<file path="src/rtl/struct_array_sequencer_pkg.sv">
// ---------------------------------------------------------------------------
// struct_array_pkg
// Shared types and constants for the struct_array_sequencer block.
//   entry_t   : one record {a, b, c} as stored in the packed frame
//   state_t   : sequencer FSM states (IDLE, SCAN, EMIT)
//   N_ENTRIES, B_W, C_W, ENTRY_W, IDX_W, FRAME_W : default geometry
//   entry_is_active() : emission predicate for a single record
// No ports (package).
// ---------------------------------------------------------------------------
package struct_array_pkg;

    localparam int N_ENTRIES = 8;
    localparam int B_W       = 4;
    localparam int C_W       = 2;
    localparam int ENTRY_W   = 1 + B_W + C_W;
    localparam int IDX_W     = $clog2(N_ENTRIES);
    localparam int FRAME_W   = N_ENTRIES * ENTRY_W;

    // Field order matches the frame layout: a is the MSB of each 7-bit slot.
    typedef struct packed {
        logic           a;
        logic [B_W-1:0] b;
        logic [C_W-1:0] c;
    } entry_t;

    typedef enum logic [1:0] {
        IDLE = 2'd0,
        SCAN = 2'd1,
        EMIT = 2'd2
    } state_t;

    // A record is emitted when its a bit is set, or always when skipping is off.
    function automatic logic entry_is_active(input logic a, input logic skip);
        return a || !skip;
    endfunction

endpackage

</file>
<file path="src/rtl/struct_array_sequencer_entry_unpacker.sv">
// ---------------------------------------------------------------------------
// entry_unpacker
// Combinational entry-select datapath: picks record idx out of a packed frame
// and presents it as an entry_t.
// Ports:
//   frame  in  FRAME_ENTRIES*ENTRY_W  packed frame, entry i at [7i+6:7i]
//   idx    in  SEL_W                  entry number to select
//   entry  out entry_t                selected record
// ---------------------------------------------------------------------------
module entry_unpacker
    import struct_array_pkg::*;
#(
    parameter int FRAME_ENTRIES = N_ENTRIES,
    parameter int SEL_W         = IDX_W
) (
    input  logic [FRAME_ENTRIES*$bits(entry_t)-1:0] frame,
    input  logic [SEL_W-1:0]                        idx,
    output entry_t                                  entry
);

    localparam int SLOT_W = $bits(entry_t);

    assign entry = frame[int'(idx)*SLOT_W +: SLOT_W];

endmodule

</file>
<file path="src/rtl/struct_array_sequencer.sv">
// ---------------------------------------------------------------------------
// struct_array_sequencer
// Accepts one packed frame of N_ENTRIES {a,b,c} records, walks the entry
// index from 0 upward and streams the selected records to a consumer.
// With SKIP_INACTIVE=1 only records with a==1 are emitted.
//
// Handshakes: a transfer happens on a rising edge where valid && ready are
// both high. The producer side (in_*) is accepted only in IDLE; the consumer
// side (out_*) holds every field stable while out_valid=1 and out_ready=0.
//
// Ports:
//   clk          in   clock, rising edge
//   rst          in   synchronous active-high reset
//   in_valid     in   frame offered
//   in_ready     out  frame can be accepted (IDLE and not in reset)
//   in_data      in   packed frame, N_ENTRIES*ENTRY_W bits
//   out_valid    out  record presented
//   out_ready    in   consumer accepts the record
//   out_index    out  entry number of the presented record
//   out_a/b/c    out  record fields
//   out_last     out  presented record is the last emission of the frame
//   frame_empty  out  one-cycle pulse: the frame held nothing to emit
//   busy         out  a frame is in progress (state != IDLE)
//
// B_W and C_W must match the package entry_t widths.
// ---------------------------------------------------------------------------
module struct_array_sequencer #(
    parameter int N_ENTRIES     = 8,
    parameter int B_W           = 4,
    parameter int C_W           = 2,
    parameter int SKIP_INACTIVE = 1,
    localparam int ENTRY_W      = 1 + B_W + C_W,
    localparam int IDX_W        = $clog2(N_ENTRIES)
) (
    input  logic                         clk,
    input  logic                         rst,
    input  logic                         in_valid,
    output logic                         in_ready,
    input  logic [N_ENTRIES*ENTRY_W-1:0] in_data,
    output logic                         out_valid,
    input  logic                         out_ready,
    output logic [IDX_W-1:0]             out_index,
    output logic                         out_a,
    output logic [B_W-1:0]               out_b,
    output logic [C_W-1:0]               out_c,
    output logic                         out_last,
    output logic                         frame_empty,
    output logic                         busy
);

    import struct_array_pkg::*;

    localparam logic                SKIP     = (SKIP_INACTIVE != 0);
    localparam logic [IDX_W-1:0]    LAST_IDX = IDX_W'(N_ENTRIES - 1);

    state_t                       state;
    logic [IDX_W-1:0]             idx;
    logic [N_ENTRIES*ENTRY_W-1:0] frame_q;

    entry_t cur;
    logic   cur_active;
    logic   more_active;

    entry_unpacker #(
        .FRAME_ENTRIES (N_ENTRIES),
        .SEL_W         (IDX_W)
    ) u_unpacker (
        .frame (frame_q),
        .idx   (idx),
        .entry (cur)
    );

    assign cur_active = entry_is_active(cur.a, SKIP);

    // Lookahead for out_last: is any entry above idx still going to be
    // emitted? Only the a bits of frame_q are inspected, so this stays a
    // narrow OR rather than a second copy of the select mux.
    always_comb begin
        more_active = 1'b0;
        for (int i = 0; i < N_ENTRIES; i++) begin
            if (i > int'(idx) && entry_is_active(frame_q[i*ENTRY_W + ENTRY_W - 1], SKIP)) begin
                more_active = 1'b1;
            end
        end
    end

    assign in_ready    = (state == IDLE) && !rst;
    assign busy        = (state != IDLE);
    // Pulses in the cycle the last entry is scanned and found inactive,
    // i.e. the same cycle the FSM decides to return to IDLE.
    assign frame_empty = !rst && (state == SCAN) && !cur_active && (idx == LAST_IDX);

    always_ff @(posedge clk) begin
        if (rst) begin
            state     <= IDLE;
            idx       <= '0;
            frame_q   <= '0;
            out_valid <= 1'b0;
            out_index <= '0;
            out_a     <= 1'b0;
            out_b     <= '0;
            out_c     <= '0;
            out_last  <= 1'b0;
        end else begin
            case (state)
                IDLE: begin
                    if (in_valid && in_ready) begin
                        frame_q <= in_data;
                        idx     <= '0;
                        state   <= SCAN;
                    end
                end

                SCAN: begin
                    if (cur_active) begin
                        out_valid <= 1'b1;
                        out_index <= idx;
                        out_a     <= cur.a;
                        out_b     <= cur.b;
                        out_c     <= cur.c;
                        out_last  <= !more_active;
                        state     <= EMIT;
                    end else if (idx == LAST_IDX) begin
                        state <= IDLE;
                    end else begin
                        idx <= idx + 1'b1;
                    end
                end

                EMIT: begin
                    if (out_ready) begin
                        out_valid <= 1'b0;
                        if (out_last) begin
                            state <= IDLE;
                        end else begin
                            idx   <= idx + 1'b1;
                            state <= SCAN;
                        end
                    end
                end

                default: state <= IDLE;
            endcase
        end
    end

endmodule
</file>
<file path="config.mk">
export PLATFORM = sky130hd
export DESIGN_NAME = struct_array_sequencer
export DESIGN_NICKNAME = d
export VERILOG_FILES = /design/src/rtl/struct_array_sequencer_pkg.sv /design/src/rtl/struct_array_sequencer_entry_unpacker.sv /design/src/rtl/struct_array_sequencer.sv
export SDC_FILE = /design/constraint.sdc
export NUM_CORES = 1
export LEC_CHECK = 0
export BUFFER_PORTS_ARGS = -buffer_cell sky130_fd_sc_hd__buf_2
export CELL_PAD_IN_SITES_DETAIL_PLACEMENT = 0
export CELL_PAD_IN_SITES_GLOBAL_PLACEMENT = 1
export CORE_ASPECT_RATIO = 0.5
export CORE_MARGIN = 2
export CORE_UTILIZATION = 36
export CTS_CLUSTER_SIZE = 25
export DETAILED_ROUTE_END_ITERATION = 16
export PLACE_DENSITY_LB_ADDON = 0.12
export SYNTH_ARGS = -nofsm -noshare
export SYNTH_HDL_FRONTEND = slang
export SYNTH_SLANG_ARGS = --single-unit
</file>
<file path="constraint.sdc">
create_clock -name clk -period 2.2 [get_ports clk]
set_clock_uncertainty 0.15 [all_clocks]
set_input_delay 0.33 -clock clk [delete_from_list [all_inputs] [get_ports clk]]
set_output_delay 0.33 -clock clk [all_outputs]
set_load 0.02 [all_outputs]
</file>
Word level (Yosys, flattened, before mapping) --
Index checks and enable logic that the tools add are counted.
Cells by class: mux-type cells 22, reductions and logical operators 24, $lt $le $gt $ge 7, eq/ne operators 10, $mul 1, shift operators 1, $add $sub $neg 1
Operators with widths (number):
- $shiftx A56 B32 Y7 | 1
- $mux W3 | 5
- $gt A3 B3 Y1 const A | 4
- $logic_and A1 B1 Y1 | 12
- $mux W1 | 10
- $ne A2 B2 Y1 const B | 5
- $pmux W3 S3 | 1
- $mux W2 | 4
- $gt A2 B3 Y1 const A | 2
- $mul A3 B3 Y6 const B | 1
- $pmux W2 S3 | 1
- $reduce_and A3 Y1 | 2
- $reduce_and A6 Y1 | 1
- $reduce_and A2 Y1 | 2
- $reduce_bool A2 Y1 | 2
- $add A3 B1 Y3 const B | 1
- $eq A3 B3 Y1 const B | 1
- $gt A1 B3 Y1 const A | 1
- $logic_not A1 Y1 | 3
- $ne A3 B2 Y1 const B | 1
- $reduce_bool A3 Y1 | 1
- $eq A2 B1 Y1 const B | 1
- $eq A2 B2 Y1 const B | 1
- $logic_not A2 Y1 | 1
- other kinds (2) | 2
Word-level totals: output and inout bits 15, register bits 73, word-level logic and storage cells 75

Longest topological paths before layout --
Gate-level depths: netlist of run 1.
depth in word-level cells 10, depth in mapped cells 9, gate-level depth less buffers 7

By module --
A second synthesis of run 1 with hierarchy kept.
Unflattened totals: cell total of the unflattened synthesis 377, area total of the unflattened synthesis 3453.3 um2
By module, submodules not included:
- struct_array_sequencer | times used 1, area an instance 2967.8 um2, cells each 352
- entry_unpacker | times used 1, area an instance 485.5 um2, cells each 25

Least setup slack after synthesis of run 1 --
Ideal clock, no wire load.
path type register -> register, from reg idx[1], to reg out_last, path buffers 2, setup slack 0.009 ns, setup time 0.070 ns, stages on the path, launching flop included 8, arrival time 1.971 ns, cell sequence dfxtp_1 clkbuf_1 nor2b_1 a22o_1 or3_1 buf_2 or4_1 a21oi_1
Between the ends: longest elaborated chain between the ends 10, elaborated cells between the ends (all ways) 25
RTL lines:
- start: declaration | line struct_array_sequencer.sv:57 | logic [IDX_W-1:0] idx;
- start signal: assignment | line struct_array_sequencer.sv:126 | idx <= idx + 1'b1;
- start signal: assignment | line struct_array_sequencer.sv:136 | idx <= idx + 1'b1;
- branches (longest 10 deep; another with $mul A3 B3 Y6)
- end signal: assignment | line struct_array_sequencer.sv:121 | out_last <= !more_active;
- end: declaration | line struct_array_sequencer.sv:46 | output logic out_last,
Several ways; the timed one is not identified. A chain may end at the register's enable or synchronous reset.

Worst setup path after layout of run 1 --
from reg idx[0], to out frame_empty
Between the ends: longest elaborated chain between the ends 5, elaborated cells between the ends (all ways) 6
RTL lines:
- $mul A3 B3 Y6 | line struct_array_sequencer_entry_unpacker.sv:23 | assign entry = frame[int'(idx)*SLOT_W +: SLOT_W];
- $shiftx A56 B32 Y7 | line struct_array_sequencer_entry_unpacker.sv:23
- $logic_not A1 Y1 | line struct_array_sequencer.sv:91 | assign frame_empty = !rst && (state == SCAN) && !cur_active && (idx == LAST_IDX);
- $logic_and A1 B1 Y1 | line struct_array_sequencer.sv:91
- $logic_and A1 B1 Y1 * | line struct_array_sequencer.sv:91
- end: declaration | line struct_array_sequencer.sv:47 | output logic frame_empty,
Mark *: on every way between the ends. The rest lies on a longest branch, timed or not.

==> flow_summary.yaml, run 1 <==
status:
  status: "finished clean"
route:
  wirelength_mm: 8.36
  vias: 2820
  drc_errors: 0
  drt-wirelength-per-cell_um: 14.4
  viasPerCell: 4.85
  ant_nets: 0
  drt_pass1_iterations: 4
  drt_iter0_drc: 208
cells_and_area:
  drive_gt1_frac: 0.256
  final_area_um2: 4270
  fin_nets: 528
  final_cell_mix: "nand2_1 (79), buf_2 (73), dfxtp_1 (71), o21ai_0 (59), nand2b_1 (56)"
  antenna_cells: 0
  final_cells: 581
  n_fill_cell: 887
  multi_input_area_um2: 1810
  final_common_cell: "nand2_1"
  final-seq-area_um2: 1470
  fin_util: 0.479
  area_growth_pct: 26.0
die:
  top_level_ports: 75
  start_util: 0.380
  die_h_um: 72.6
  die_area_um2: 10300
  die_w_um: 141
  core_um2: 8920
  core.rowCount: 24
logic_synthesis:
  synth_top_area_cell: "dfxtp_1"
  ys_top_cells_by_area: "dfxtp_1 (43%), nand2b_1 (10%), o21ai_0 (8.9%)"
  syn_avg_cell_area_um2: 8.69
  synth_xor_area_frac: 0
  synth_fp_nets: 458
  muxShareOfSynthArea: 0.128
  synth_cells: 390
  synth_ff_type: "dfxtp_1"
  synth_seq_area_share: 0.431
  yosys.area_share.simple: 0.235
  synth_top_family_by_area: "simple AND/OR/NAND/NOR gates"
  synthArstFlopShare: 0
  synth-compound-area-share: 0.128
  synth_seq_cells: 73
  synth_adder_area_share: 0.0295
  synth_edf_count: 0
  synth_top_area_frac: 0.431
  synth_area_um2: 3390
  synth_cell_types: 33
  synth.yosys.warnings: 0
setup_path:
  cp.depth: 5
  worstPathArrival_ps: 1670
  max_stage_delay_ps: 400
  worstRegToRegCells: 5
  crit_buf_inv: 1
  crit_slowest_cell: "dfxtp_4"
  path_cells: "mux2_4, o22ai_4, o21ai_4, nor3b_2, buf_4"
  critPathTopFamily: "flip-flops"
  startpoint_type: "flip-flop"
  cp_max_fo: 7
  setup.worst_path.end_class: "output pin"
  cp_data_required_time_ps: 1720
  criticalPathCategory: "flip-flop to output pin"
global_route:
  antenna_found_initial: 0
  grt_pass1_wl_mm: 13.4
  grt_use_total: 0.169
  grt_overflow_total: 0
  grt_max_degree: 69
  grt_pass1_vias: 2715
placed_design:
  dp_hpwl_mm: 6.00
  portBuffers: 74
  dp_cells: 565
  gp_congestion: 0.844
  placed_cell_area_um2: 3920
power_and_ir_drop:
  power.share.sequential: 0.418
  vdd_drop_max_uv: 429
  power_uw: 3890
  switching_power_uw: 1120
  switching_share: 0.287
  power.density_nw_per_um2: 911
  leakage_uw: 0.00180
  clockPowerShare: 0.366
  power_frac_comb: 0.216
  intPower_uw: 2770
clock_network:
  cts_buffer_depth: 2
  clk_pin_slew_ps: 60
  clock-sinks: 73
  cts_tree: "yes"
  cts-root-buf: "clkbuf_16"
  clk_latency_ps: 330
  htreeDepth: 3
  numCtsBuffers: 9
  hold_buffers: 0
sta:
  layout_min_cycle_time_ps: 2150
  finalCritPeriodShare: 0.978
  rsz0062_at_grt: "yes"
  worstMarginPinSlew_ps: 539
  maxSlewViolCount: 0
  relSlewSlack: 0.641
  setup_violations: 0
  max_freq_mhz: 465
  hold_violations: 0
hold_path:
  hold_path.class: "primary input to flip-flop"
  holdPathStages: 3
flow_run:
  drv_cap: 0
Yosys cell counts, drive strengths merged (3+ instances only):
cell type	count
mux2i	11
o22ai	3
nand2	79
mux2	3
a211o	3
nand2b	56
dfxtp	73
nor3b	3
or3	3
mux4	12
a21oi	3
buf	4
ha	8
clkbuf	24
nor2	15
inv	13
o21ai	60
routing by layer:
metal | share of wire | track usage
met1 | 0.49 | 0.230
met2 | 0.43 | 0.251
met3 | 0.070 | 0.0610
met4 | 0.013 | 0.0567
met5 | 0 | 0
registers in the layout, indices dropped and copies added (netlist names):
name / count
out_last: 1
frame_q: 56
out_a: 1
state: 2
out_valid: 1
out_b: 4
idx: 3
out_c: 2
out_index: 3
cell type report:
class                           instances  share of cell area
Clock buffer                           10              0.0536
Clock inverter                          5              0.0135
Inverter                               13              0.0114
Multi-Input combinational cell        276               0.423
Sequential cell                        73               0.343
Tap cell                              117              0.0343
Timing Repair Buffer                   87               0.121
timing repair:
action                     in CTS  in global routing
buffers inserted                0                  1
pin swaps                       0                  3
gates cloned                    0                  0
gates resized for setup         7                  8
setup endpoints to repair       1                  4
power by group through the flow:
stage / clock network (µW) / logic [µW] / registers (µW)
after floorplan: 0 / 545 / 1630
after global placement: 0 / 795 / 1640
after detailed placement: 0 / 811 / 1650
after CTS: 1460 / 824 / 1620
after global routing: 1520 / 936 / 1650
final: 1420 / 841 / 1630
cell families (layout without fill, tap and decap cells):
| kind of cell | count (synthesis) | count (layout) |
|---|---|---|
| mux | 26 | 26 |
| buf+inv | 41 | 115 |
| fa+ha+maj | 8 | 8 |
| simple gates | 164 | 164 |
| flops | 73 | 73 |
| compound gates | 78 | 78 |
worst min-delay path, stage by stage:
cell and delay (ps):
buf_2 80, nand2_1 40, o31ai_1 50
final timing paths:
| check | from | endpoint | slack (ps) |
|---|---|---|---|
| worst max-delay path | idx[0] | frame_empty | 50 |
| worst min-delay path | in_data[55] | frame_q[55] | 40 |
| worst max register to register | idx[1] | out_last | 70 |
| worst min register to register | out_a | out_a | 290 |
metrics by stage:
stage / hold WS (ps) / TNS [ps] / worst slack (ps)
2_1_floorplan: 288 / 0 / 9.02
3_3_place_gp: 291 / 0 / 90.3
3_5_place_dp: 291 / 0 / 49.2
4_1_cts: 27.1 / 0 / 12.2
5_1_grt: 31.4 / -54.6 / -32.0
6_report: 37.9 / 0 / 48.9
(Power assumes the default switching activity.)
==> run 2: changes to the inputs <==
GPL_TIMING_DRIVEN = 0   (was unset)
==> run 2 against run 1 <==
Sequential power is essentially flat. Power up 7.4%. Maximum frequency is 0.91% lower. Critical endpoint is now out_index[0]. Largest power group is now clock. Highest routed layer unchanged.
==> flow_summary.yaml, run 2 (synthesis gave the netlist of run 1 again) <==
status:
  status: "finished clean"
clock_network:
  hold_buffers: 0
  cts_tree: "yes"
  clk_latency_ps: 340
  numCtsBuffers: 9
  cts-root-buf: "clkbuf_16"
  clk_pin_slew_ps: 60
  clock-sinks: 73
  htreeDepth: 3
  cts_buffer_depth: 2
setup_path:
  reg2reg_slack_ps: 30
  startpoint_type: "flip-flop"
  setup.worst_path.end_class: "flip-flop"
  worstPathArrival_ps: 2230
  worstRegToRegCells: 9
  critPathTopFamily: "buffers and inverters"
  crit_slowest_cell: "or3_1"
  cp.depth: 9
  criticalPathCategory: "flip-flop to flip-flop"
  cp_max_fo: 10
  cp_data_required_time_ps: 2260
  crit_path_frequent_cell: "buf_6"
  r2r-start: "idx[1]"
  path_cells: "buf_8, nor2b_4, a22o_1, or3_1, buf_6, buf_6, buf_4, mux2i_1, nor2_1"
  r2r-end: "out_index[0]"
  crit_buf_inv: 4
  max_stage_delay_ps: 370
power_and_ir_drop:
  leakage_uw: 0.00188
  power.density_nw_per_um2: 944
  power_uw: 4180
  vdd_drop_max_uv: 455
route:
  ant_nets: 0
  vias: 2951
  viasPerCell: 4.89
  drt_iter0_drc: 163
  drt-wirelength-per-cell_um: 16.3
  drc_errors: 0
  drt_pass1_iterations: 4
  wirelength_mm: 9.83
cells_and_area:
  final_cells: 603
  drive_gt1_frac: 0.278
  final_cell_mix: "nand2_1 (79), buf_2 (75), dfxtp_1 (71), o21ai_0 (57), nand2b_1 (56)"
  n_fill_cell: 914
  area_growth_pct: 30.6
  largest_register: "frame_q"
  fin_util: 0.496
  final_common_cell: "nand2_1"
  antenna_cells: 0
  layout_top_registers: "frame_q x56, out_b x4"
  fin_nets: 549
  largest_register_ffs: 56
sta:
  rsz0062_at_grt: "yes"
  relSlewSlack: 0.628
  worstMarginPinSlew_ps: 558
  layout_min_cycle_time_ps: 2170
  maxSlewViolCount: 0
  finalCritPeriodShare: 0.987
  max_freq_mhz: 461
  hold_ws_ps: 28.9
  hold_violations: 0
  setup_violations: 0
hold_path:
  holdPathEnd: "frame_q[8]"
  hold_path.class: "primary input to flip-flop"
  holdCritStartpoint: "in_data[8]"
  holdPathStages: 3
global_route:
  grt_max_degree: 14
  grt_pass1_vias: 2796
  grt_overflow_total: 0
  antenna_found_initial: 0
  grt_use_total: 0.201
  grt_pass1_wl_mm: 15.3
die:
  die_w_um: 141
  core_um2: 8920
  die_area_um2: 10300
  start_util: 0.380
  die_h_um: 72.6
  top_level_ports: 75
  core.rowCount: 24
flow_run:
  drv_cap: 0
placed_design:
  dp_cells: 580
  portBuffers: 73
  dp_hpwl_mm: 6.95
  gp_congestion: 0.755
[run 2: metal layers]
| layer | vias up | wire [µm] | global-route usage |
|---|---|---|---|
| met1 | 1376 | 5090 | 0.294 |
| met4 | 0 | 87 | 0.0533 |
| li1 | 1491 | - | - |
| met2 | 75 | 4060 | 0.299 |
| met5 | - | 0 | 0 |
| met3 | 9 | 591 | 0.0499 |
[run 2: cell type report]
class                      count  area, µm²  share of cell area
buffer                        28        175              0.0396
clock buffer                  10        239              0.0540
clock inverter                 6       90.1              0.0203
inverter                      13       48.8              0.0110
multi-input combinational    276       1830               0.414
sequential                    73       1470               0.332
tap                          117        146              0.0331
timing repair buffer          80        428              0.0966
[run 2: how the worst max path moves through the flow]
stage | start | end | slack [ps]
after global placement | idx[0] | out_last | -370
after detailed placement | idx[0] | out_last | -380
after CTS | idx[0] | out_last | -60
final | idx[1] | out_index[0] | 30
after floorplan | idx[1] | out_last | 9
after global routing | idx[2] | idx[1] | -70
[run 2: power by group]
| group | switching, µW | internal [µW] |
|---|---|---|
| registers | 111 | 1510 |
| clock network | 603 | 1030 |
| logic | 513 | 412 |
[run 2: through the flow]
step	setup TNS [ps]	setup WS, ps	cell area, µm²
floorplan	0	9.02	3390
finish	0	29.1	4430
global placement	-12030	-369	3900
detailed placement	-10970	-384	3900
CTS	-108	-63.7	4330
global route	-576	-74.3	4430
[run 2: worst min-delay path: cells and delay by family]
family	cells	cell delay [ps]
AOI/OAI and AO/OA	1	50
buffers and inverters	1	70
and+or+nand+nor	1	30
[run 2: repair_timing]
| item | 4_1_cts | 5_1_grt |
|---|---|---|
| endpoints found under the setup margin | 72 | 53 |
| pin swaps | 2 | 8 |
| resized for setup | 25 | 37 |
| hold endpoints to repair | 0 | 0 |
| buffers inserted | 5 | 2 |
